<file path="src/rtl/maxpool2x2.sv">
// 2x2 stride-2 max-pooling stage for the signed PE output stream, one row-width line buffer.
// Optional fused ReLU on the pooled output when MAXPOOL_RELU_EN is defined.
module maxpool2x2 #(
    parameter int DATA_SIZE = 8,
    parameter int IMG_W     = 8,
    parameter int IMG_H     = 8
) (
    input  logic                        clk,
    input  logic                        rst,
    input  logic signed [DATA_SIZE-1:0] inmap,
    input  logic                        inmap_vld,
    output logic signed [DATA_SIZE-1:0] outmap,
    output logic                        outmap_vld,
    output logic                        frame_done
);

    localparam int CW = (IMG_W > 1) ? $clog2(IMG_W) : 1;
    localparam int RW = (IMG_H > 1) ? $clog2(IMG_H) : 1;
    localparam int LW = (IMG_W > 2) ? $clog2(IMG_W / 2) : 1;
    localparam int LB_DEPTH = IMG_W / 2;

    logic        [CW-1:0]        r_col;
    logic        [RW-1:0]        r_row;
    logic signed [DATA_SIZE-1:0] r_pair_max;
    logic signed [DATA_SIZE-1:0] r_linebuf [LB_DEPTH];
    logic signed [DATA_SIZE-1:0] r_outmap;
    logic                        r_outmap_vld;
    logic                        r_frame_done;

    logic                        w_col_last;
    logic                        w_row_last;
    logic        [LW-1:0]        w_lb_idx;
    logic signed [DATA_SIZE-1:0] w_hmax;
    logic signed [DATA_SIZE-1:0] w_lb_val;
    logic signed [DATA_SIZE-1:0] w_vmax;
    logic signed [DATA_SIZE-1:0] w_pool;

    always_comb begin
        w_col_last = (r_col == CW'(IMG_W - 1));
        w_row_last = (r_row == RW'(IMG_H - 1));
        w_lb_idx   = LW'(r_col >> 1);
        w_lb_val   = r_linebuf[w_lb_idx];
        w_hmax     = (inmap > r_pair_max) ? inmap : r_pair_max;
        w_vmax     = (w_hmax > w_lb_val) ? w_hmax : w_lb_val;
`ifdef MAXPOOL_RELU_EN
        w_pool     = w_vmax[DATA_SIZE-1] ? '0 : w_vmax;
`else
        w_pool     = w_vmax;
`endif
    end

    always_ff @(posedge clk) begin
        if (rst) begin
            r_col        <= '0;
            r_row        <= '0;
            r_pair_max   <= '0;
            r_outmap     <= '0;
            r_outmap_vld <= 1'b0;
            r_frame_done <= 1'b0;
        end else begin
            r_outmap_vld <= 1'b0;
            r_frame_done <= 1'b0;
            if (inmap_vld) begin
                r_col <= w_col_last ? '0 : r_col + CW'(1);
                if (w_col_last) begin
                    r_row <= w_row_last ? '0 : r_row + RW'(1);
                end
                if (!r_col[0]) begin
                    r_pair_max <= inmap;
                end else if (r_row[0]) begin
                    // Odd row, odd col closes a window: the line buffer holds the even-row pair max.
                    r_outmap     <= w_pool;
                    r_outmap_vld <= 1'b1;
                    r_frame_done <= w_row_last && w_col_last;
                end
            end
        end
    end

    always_ff @(posedge clk) begin
        if (!rst && inmap_vld && r_col[0] && !r_row[0]) begin
            r_linebuf[w_lb_idx] <= w_hmax;
        end
    end

    assign outmap     = r_outmap;
    assign outmap_vld = r_outmap_vld;
    assign frame_done = r_frame_done;

endmodule

</file>
<file path="config.mk">
export PLATFORM = sky130hd
export DESIGN_NAME = maxpool2x2
export DESIGN_NICKNAME = d
export VERILOG_FILES = /design/src/rtl/maxpool2x2.sv
export SDC_FILE = /design/constraint.sdc
export NUM_CORES = 1
export LEC_CHECK = 0
export ABC_CLOCK_PERIOD_IN_PS = 9730
export CAP_MARGIN = 25
export CORE_MARGIN = 2
export CORE_UTILIZATION = 60
export DETAILED_ROUTE_END_ITERATION = 8
export PLACE_DENSITY = 0.82
export RECOVER_POWER = 50
export SKIP_LAST_GASP = 1
export SLEW_MARGIN = 20
export SYNTH_ARGS = -nofsm -noshare
export SYNTH_HDL_FRONTEND = slang
export SYNTH_SLANG_ARGS = --single-unit
</file>
<file path="constraint.sdc">
create_clock -name clk -period 9.73 [get_ports clk]
set_input_delay 1.4595 -clock clk [delete_from_list [all_inputs] [get_ports clk]]
set_output_delay 1.4595 -clock clk [all_outputs]
set_load 0.01 [all_outputs]
</file>
; Word-level counts from Yosys, hierarchy flattened
; Memories as Yosys holds them, arrays and structs flattened. A register that Yosys moved wholly into a read port is not among the register bits.
; Index checks and enable logic that the tools add are counted.
[totals]
ram_bits = 32
inputBits = 11
memories = 1
word_cells = 36
ff_bits = 24
[mem_list]
columns = name, words, word_bits, rd, rd_clocked_by_memory_dff, write_ports, line_no
row1 = r_linebuf, 4, 8, 1, 1, 1, 25  ; logic signed [DATA_SIZE-1:0] r_linebuf [LB_DEPTH];
[op_classes]
n_lt_le_gt_ge = 2
bitwise_logic = 3
n_reduce_logical = 11
n_mux = 9
eq_ne = 2
add_sub_neg = 2
[ops]
columns = operator, n
row1 = 8-bit > comparator, 2
row2 = 8-bit two-way mux, 2
row3 = "3-bit by 1-bit adder with 3-bit output, second input constant", 2
row4 = "3-bit == test, second input constant", 2
row5 = 3-bit two-way mux, 2
row6 = 1-bit logical AND, 4
row7 = 2-bit two-way mux, 2
row8 = 2-bit AND reduction, 2
row9 = 4-bit OR reduction, 1
row10 = 1-bit two-way mux, 3
row11 = 1-bit inverter, 3
row12 = 3-bit AND reduction, 1
row13 = 3-bit OR reduction, 1
row14 = 1-bit logical NOT, 2

; Longest topological paths before layout
; Gate-level depths: netlist of run 1.
[logic_depth]
word_depth = 6
ltp_mapped = 14
depth_no_buf = 14

; Worst setup path after synthesis of run 1
; OpenSTA, ideal clock, no wires.
[synth_timing]
kind = input to register
startpoint = in inmap[7]
endpoint = reg r_outmap[1], in the netlist outmap[1]
arrival_time_ns = 4.561
slack_ns = 5.054
path_buffers = 0
stages = 13
path_cell_list = ha_1 nand4_1 o32ai_1 a31oi_1 a21oi_2 mux2_2 ha_1 and4_4 a41o_1 a32oi_4 nor3_4 a22o_1 a31o_1
[synth_via]
elab_chain_cells = 4
[synth_rtl]
columns = item, line_no
row1 = "start, declared", 10  ; input logic signed [DATA_SIZE-1:0] inmap,
row2 = 8-bit > comparator, 43  ; w_hmax = (inmap > r_pair_max) ? inmap : r_pair_max;
row3 = 8-bit two-way mux, 43
row4 = via w_hmax[5], 33  ; logic signed [DATA_SIZE-1:0] w_hmax;
row5 = 8-bit > comparator, 44  ; w_vmax = (w_hmax > w_lb_val) ? w_hmax : w_lb_val;
row6 = 8-bit two-way mux, 44
row7 = "end signal, assigned", 72  ; r_outmap <= w_pool;
row8 = "end, declared", 26  ; logic signed [DATA_SIZE-1:0] r_outmap;
; The timed path passes the listed nets, and every way through them passes these cells.
; A chain may end at the register's enable or synchronous reset.

; Worst setup path after layout of run 1
[layout_timing]
startpoint = in inmap[7]
endpoint = reg r_outmap[1], in the netlist outmap[1]
[layout_via]
elab_chain_cells = 4
[layout_rtl]
columns = item, line_no
row1 = 8-bit > comparator, 43
row2 = 8-bit two-way mux *, 43
row3 = via w_hmax[7], 33
row4 = 8-bit > comparator *, 44
row5 = 8-bit two-way mux *, 44
; The timed path passes the listed nets; every way through them passes the cells marked *.

==> results of run 1 <==
[where the power goes]
group	total [mW]	switching [mW]	internal (mW)
clock	0.223	0.0944	0.129
sequential	0.270	0.00422	0.266
combinational	0.0738	0.0426	0.0313
total	0.567	0.141	0.425
[per-layer routing]
| metal | track usage | wire (um) |
|---|---|---|
| met1 | 0.319 | 2380 |
| met4 | 0.115 | 88 |
| met5 | 0 | 0 |
| met3 | 0.0675 | 455 |
| met2 | 0.373 | 2640 |
[placed cells by master (no fill, tap or decap), drive strengths merged, types with 2 or more instances in the layout]
cell,count
a22o,7
nor2,8
a21o,2
a31oi,2
ha,20
edfxtp,32
dlygate4sd3,12
mux4,8
nor3,2
a31o,7
nand3,3
o21ai,3
dfxtp,26
a21oi,16
and2,2
mux2,8
nor4,3
mux2i,3
inv,20
clkbuf,16
nand2,26
clkdlybuf4s50,8
[flip-flops by register name, indices dropped and copies added (netlist names), named ones only]
| name | flops |
|---|---|
| r_col | 3 |
| outmap | 8 |
| outmap_vld | 1 |
| r_linebuf | 32 |
| r_pair_max | 8 |
| r_row | 3 |
| frame_done | 1 |
[layout make-up]
type	instances	area (sq um)	share of cell area
clock inverters	1	5.00	0.00157
repair buffers	22	211	0.0663
multi-input cells	134	1150	0.361
well taps	52	65.1	0.0204
flip-flops and latches	58	1480	0.465
inverters	20	75.1	0.0235
clock buffers	15	198	0.0620
[worst reg2reg max path, cell delays in order (launching register included)]
cell and delay, ns:
dfxtp_1 0.34, inv_1 0.05, ha_1 0.31, nand4_1 0.13, o32ai_1 0.29, a31oi_1 0.08
a21oi_2 0.43, mux2_2 0.49, ha_1 0.35, or4b_4 0.49, a21oi_4 0.16, a32oi_4 0.20
nor3_4 0.32, a22o_1 0.21, a31o_1 0.11
[per-stage QoR]
stage | utilization | hold WS [ns] | power (mW) | instances | worst slack [ns]
after floorplan | - | 0.440 | 0.327 | 218 | 5.05
final | 0.727 | 0.465 | 0.567 | 302 | 4.51
after global routing | 0.727 | 0.501 | 0.586 | 302 | 4.34
after detailed placement | 0.682 | 0.457 | 0.347 | 286 | 4.19
after global placement | 0.682 | 0.450 | 0.344 | 286 | 4.33
after CTS | 0.728 | 0.467 | 0.568 | 302 | 4.55
[how the worst min path moves through the flow]
stage	slack, ns	endpoint	start	depth (start not counted)
finish	0.46	r_row[2]	r_row[2]	2
CTS	0.47	r_row[2]	r_row[2]	2
global placement	0.45	r_row[1]	r_row[1]	2
detailed placement	0.46	r_row[2]	r_row[2]	2
global route	0.50	r_row[2]	r_row[2]	2
floorplan	0.44	r_row[1]	r_row[1]	2
[kinds of logic after synthesis]
kind of cell,after synthesis,share of synthesized area
buffers and inverters,26,0.0362
adder cells (fa/ha/maj),20,0.0916
multiplexers,19,0.110
flip-flops,58,0.542
AO/OA/AOI/OAI,43,0.125
AND/OR/NAND/NOR,52,0.0952
==> run summary, run 1 <==
Clock Tree Buf Depth -> 2
CP delay by family, top -> compound AO/OA/AOI/OAI gates
CTS sink count -> 58
Most frequent CP cell -> ha_1
Synthesis-to-layout area growth -> 16.7%
Period utilisation layout -> 0.536
Final setup fails -> 0
Global-route usage over all layers -> 0.242
Slowest cell on crit path -> mux2_2
CTS tree -> built
FF-to-FF End -> outmap[1]
Worst skew pair latency -> 0.34 ns
Vias in the first global route -> 1827
Mapped Area -> 2730 sq um
CP peak stage delay -> 0.49 ns
Fin area -> 3190 sq um
Final min period -> 5.22 ns
WP buf/inv -> 1
Worst hold path type -> reg -> reg
EDFF count, synth -> 32
Global-route wire length before repair -> 9110 um
Syn Nets -> 249
Initial antenna violation count -> 0
Reg2Reg Depth -> 14
Max transition margin -> 0.481
Critical Path RT -> 10.01 ns
Pwr dens -> 178 nW/um^2
#FFs+latches synth -> 58
Worst Skew -> 0.00625 ns
# hold bufs at CTS -> 0
DR DRC count -> 0
CP startpoint kind -> input pin
Status -> finished clean
I/O pin cnt -> 21
Post-CTS Repair Setup Buffers -> 0
Cell count after synthesis -> 218
Top FF cell, synth -> edfxtp_1
Violation count after the first detailed-routing iteration -> 145
Instance area at placement -> 2990 sq um
Largest cells by area after synthesis -> edfxtp_1, dfxtp_1, ha_1, mux4_2, nand2_1
End point of the critical path -> outmap[1]
Crit path cell chain -> clkdlybuf4s50_1, ha_1, nand4_1, o32ai_1, a31oi_1, a21oi_2, mux2_2, ha_1, or4b_4, a21oi_4, a32oi_4, nor3_4, a22o_1, a31o_1
RSZ-0062 raised after global routing -> false
Width of the die -> 71.5 um
Total number of vias -> 1820
Root cell of the clock tree -> clkbuf_8
Area share of the largest cell type after synthesis -> 0.352
Global route overflow -> 0
Final ANT Viol Nets -> 0
Minimum setup slack among reg-to-reg paths -> 5.71 ns
Worst Path Max Fanout -> 9
1st-pass router iterations -> 4
Worst-Margin Slew -> 0.775 ns
Starting Density -> 0.623
Seq/Total Area, Yosys -> 0.542
Worst vdd ir -> 0.0000996 V
H-tree levels -> 3
Fillers -> 315
Diodes inserted -> 0
Final WL -> 5570 um
Largest net degree at the start of global routing -> 18
Worst r2r src -> r_pair_max[7]
HPWL after DPL -> 3770 um
Largest area contributor in the netlist -> edfxtp_1
Fmax -> 192 MHz
LEAKAGE -> 1.24 nW
Crit path launch -> inmap[7]
Die area -> 5110 sq um
Mapped Avg Cell Area -> 12.5 sq um
Ys async rst share -> 0
Clk pin slew, worst setup/hold paths -> 0.06 ns
Total Nets Final -> 276
Count leader, synth -> edfxtp_1
Sum Neg Setup Slack -> 0 ns
Final Wtd Congestion -> 0.785
Share of post-route cells with drive strength above 1 -> 0.160
Port-buffer cells -> 20
Final Hold Vio Count -> 0
WP depth -> 14
Most frequent cells after synthesis -> edfxtp_1, dfxtp_1, nand2_1
Crit path arrival time -> 5.50 ns
Max-Cap Viols -> 0
Routed WL per cell -> 18.4 um
Core area -> 4380 sq um
Die height -> 71.5 um
Post-CTS sizing -> 0
Worst setup EP type -> flop
Yosys cell types -> 40
WS Path Type -> in -> reg
TritonCTS buffer count -> 9
Fin. max-slew vios -> 0
Row Count -> 24
Yosys warns -> 0
DR vias/cell -> 6.03
Note: power is estimated with default switching activity, not from simulation.
==> run 2: changes to the inputs <==
- ABC_CLOCK_PERIOD_IN_PS: 9730 -> 4300
- CORE_UTILIZATION: 60 -> 52
- PLACE_DENSITY: 0.82 -> 0.75
- clock period: 9.73 -> 4.3 ns (I/O delays scaled with it)
==> run summary, run 2 (synthesized netlist as in run 1, its figures left out) <==
HPWL after DPL -> 3690 um
Critical Path RT -> 4.58 ns
Metal3 WL -> 322 um
Max transition margin -> 0.479
Synthesis-to-layout area growth -> 19.5%
Die area -> 5850 sq um
WP buf/inv -> 2
Post-CTS sizing -> 0
Sequential cell fraction of total power -> 0.481
Metal-1 WL -> 2390 um
Final ANT Viol Nets -> 0
Final Wtd Congestion -> 0.861
Worst-Margin Slew -> 0.778 ns
Largest net degree at the start of global routing -> 18
Worst hold path type -> reg -> reg
Width of the die -> 76.5 um
Global route overflow -> 0
Most frequent cells in the layout -> edfxtp_1, nand2_1, dfxtp_1, inv_1, ha_1
Most frequent CP cell -> ha_1
Total Nets Final -> 285
Most flops, register -> r_linebuf
Crit path cell chain -> clkdlybuf4s50_1, ha_1, nand4_1, o32ai_1, a31oi_1, a21oi_2, buf_4, mux2_2, ha_1, or4b_4, a21oi_4, a32oi_4, nor3_4, a22o_1, a31o_1
Worst setup EP type -> flop
Pwr dens -> 389 nW/um^2
TritonCTS buffer count -> 9
Share of post-route cells with drive strength above 1 -> 0.185
RSZ-0062 raised after global routing -> false
Worst Skew -> 0.00499 ns
Util after Layout -> 0.643
H-tree levels -> 3
Met2 routed WL -> 2480 um
Clock Tree Buf Depth -> 2
Fmax -> 250 MHz
Worst Path Max Fanout -> 8
Violation count after the first detailed-routing iteration -> 100
Status -> finished clean
WS Path Type -> in -> reg
CP startpoint kind -> input pin
Fin. max-slew vios -> 0
Slowest cell on crit path -> or4b_4
1st-pass router iterations -> 4
Core area -> 5070 sq um
CP delay by family, top -> compound AO/OA/AOI/OAI gates
Routed WL per cell -> 16.1 um
Diodes inserted -> 0
Max reg flops -> 32
Power share of the combinational group -> 0.140
Port-buffer cells -> 20
Die height -> 76.5 um
CP peak stage delay -> 0.48 ns
Initial antenna violation count -> 0
Clock share of power -> 0.379
DR DRC count -> 0
Final WL -> 5310 um
Post-CTS Repair Setup Buffers -> 0
Switching part of the total -> 0.239
Fillers -> 403
Vias in the first global route -> 1776
Starting Density -> 0.538
# hold bufs at CTS -> 0
Global-route wire length before repair -> 8580 um
CTS tree -> built
P_int -> 966 uW
Final setup fails -> 0
Clk pin slew, worst setup/hold paths -> 0.06 ns
Worst vdd ir -> 0.000235 V
Final WS setup -> 0.306 ns
Worst hold margin -> 0.465 ns
Post-placement worst setup slack -> -0.0141 ns
Worst skew pair latency -> 0.34 ns
Period utilisation layout -> 0.929
Global-route usage over all layers -> 0.197
LEAKAGE -> 1.28 nW
I/O pin cnt -> 21
Row Count -> 26
Commonest non-fill, non-tap cell in the layout -> edfxtp_1
Max layer used -> met4
Total number of vias -> 1802
Net Sw Power -> 303 uW
CTS sink count -> 58
Root cell of the clock tree -> clkbuf_8
Final min period -> 3.99 ns
Final Hold Vio Count -> 0
Crit path arrival time -> 4.27 ns
DR vias/cell -> 5.48
Max-Cap Viols -> 0
run 2: changes by cell type in the layout (fill, tap and decap cells not counted):
cell	delta
buf_4	+9
clkbuf_8	-2
bufinv_16	+1
clkbuf_1	+1
clkbuf_16	-1
clkinv_2	+1
run 2: tightest hold or removal path, stage by stage (launching register included):
cell and delay [ns]:
dfxtp_1 0.31, nand2_1 0.05, a21oi_1 0.05
run 2: layout make-up:
class | instances | area [sq um] | share of cell area
inverter | 20 | 75.1 | 0.0230
sequential | 58 | 1480 | 0.454
multi-input combinational | 134 | 1150 | 0.353
tap | 70 | 87.6 | 0.0268
timing repair buffer | 31 | 279 | 0.0855
clock buffer | 13 | 149 | 0.0456
clock inverter | 3 | 40.0 | 0.0123
run 2: worst paths after layout:
kind,slack [ns],endpoint,startpoint,cells after the start
setup / recovery,0.31,outmap[4],inmap[7],15
hold / removal,0.47,r_row[2],r_row[2],2
setup reg to reg,0.68,outmap[4],r_pair_max[7],15
hold reg to reg,0.47,r_row[2],r_row[2],2
run 2: per-layer routing:
layer	vias up	global-route usage
met2	48	0.308
met1	856	0.253
met3	10	0.0557
li1	888	-
met4	0	0.100
met5	-	0
run 2: power groups by stage:
stage	combinational [mW]	sequential [mW]	clock, mW
final	0.177	0.611	0.481
after global routing	0.195	0.612	0.512
after CTS	0.177	0.611	0.495
after detailed placement	0.176	0.623	0
after floorplan	0.123	0.617	0
after global placement	0.174	0.622	0
run 2: metrics by stage:
step                cell area [sq um]  cells  power, mW  setup TNS (ns)
finish                           3260    329       1.27               0
global route                     3260    329       1.32               0
CTS                              3270    329       1.28               0
detailed placement               3080    313      0.799         -0.0141
global placement                 3080    313      0.796               0
floorplan                        2730    218      0.740               0
==> run 3: changes to the inputs <==
- GPL_ROUTABILITY_DRIVEN: default -> 1
==> results of run 3 <==
Same layout as run 2: the final DEF is identical, and so are final timing and power.
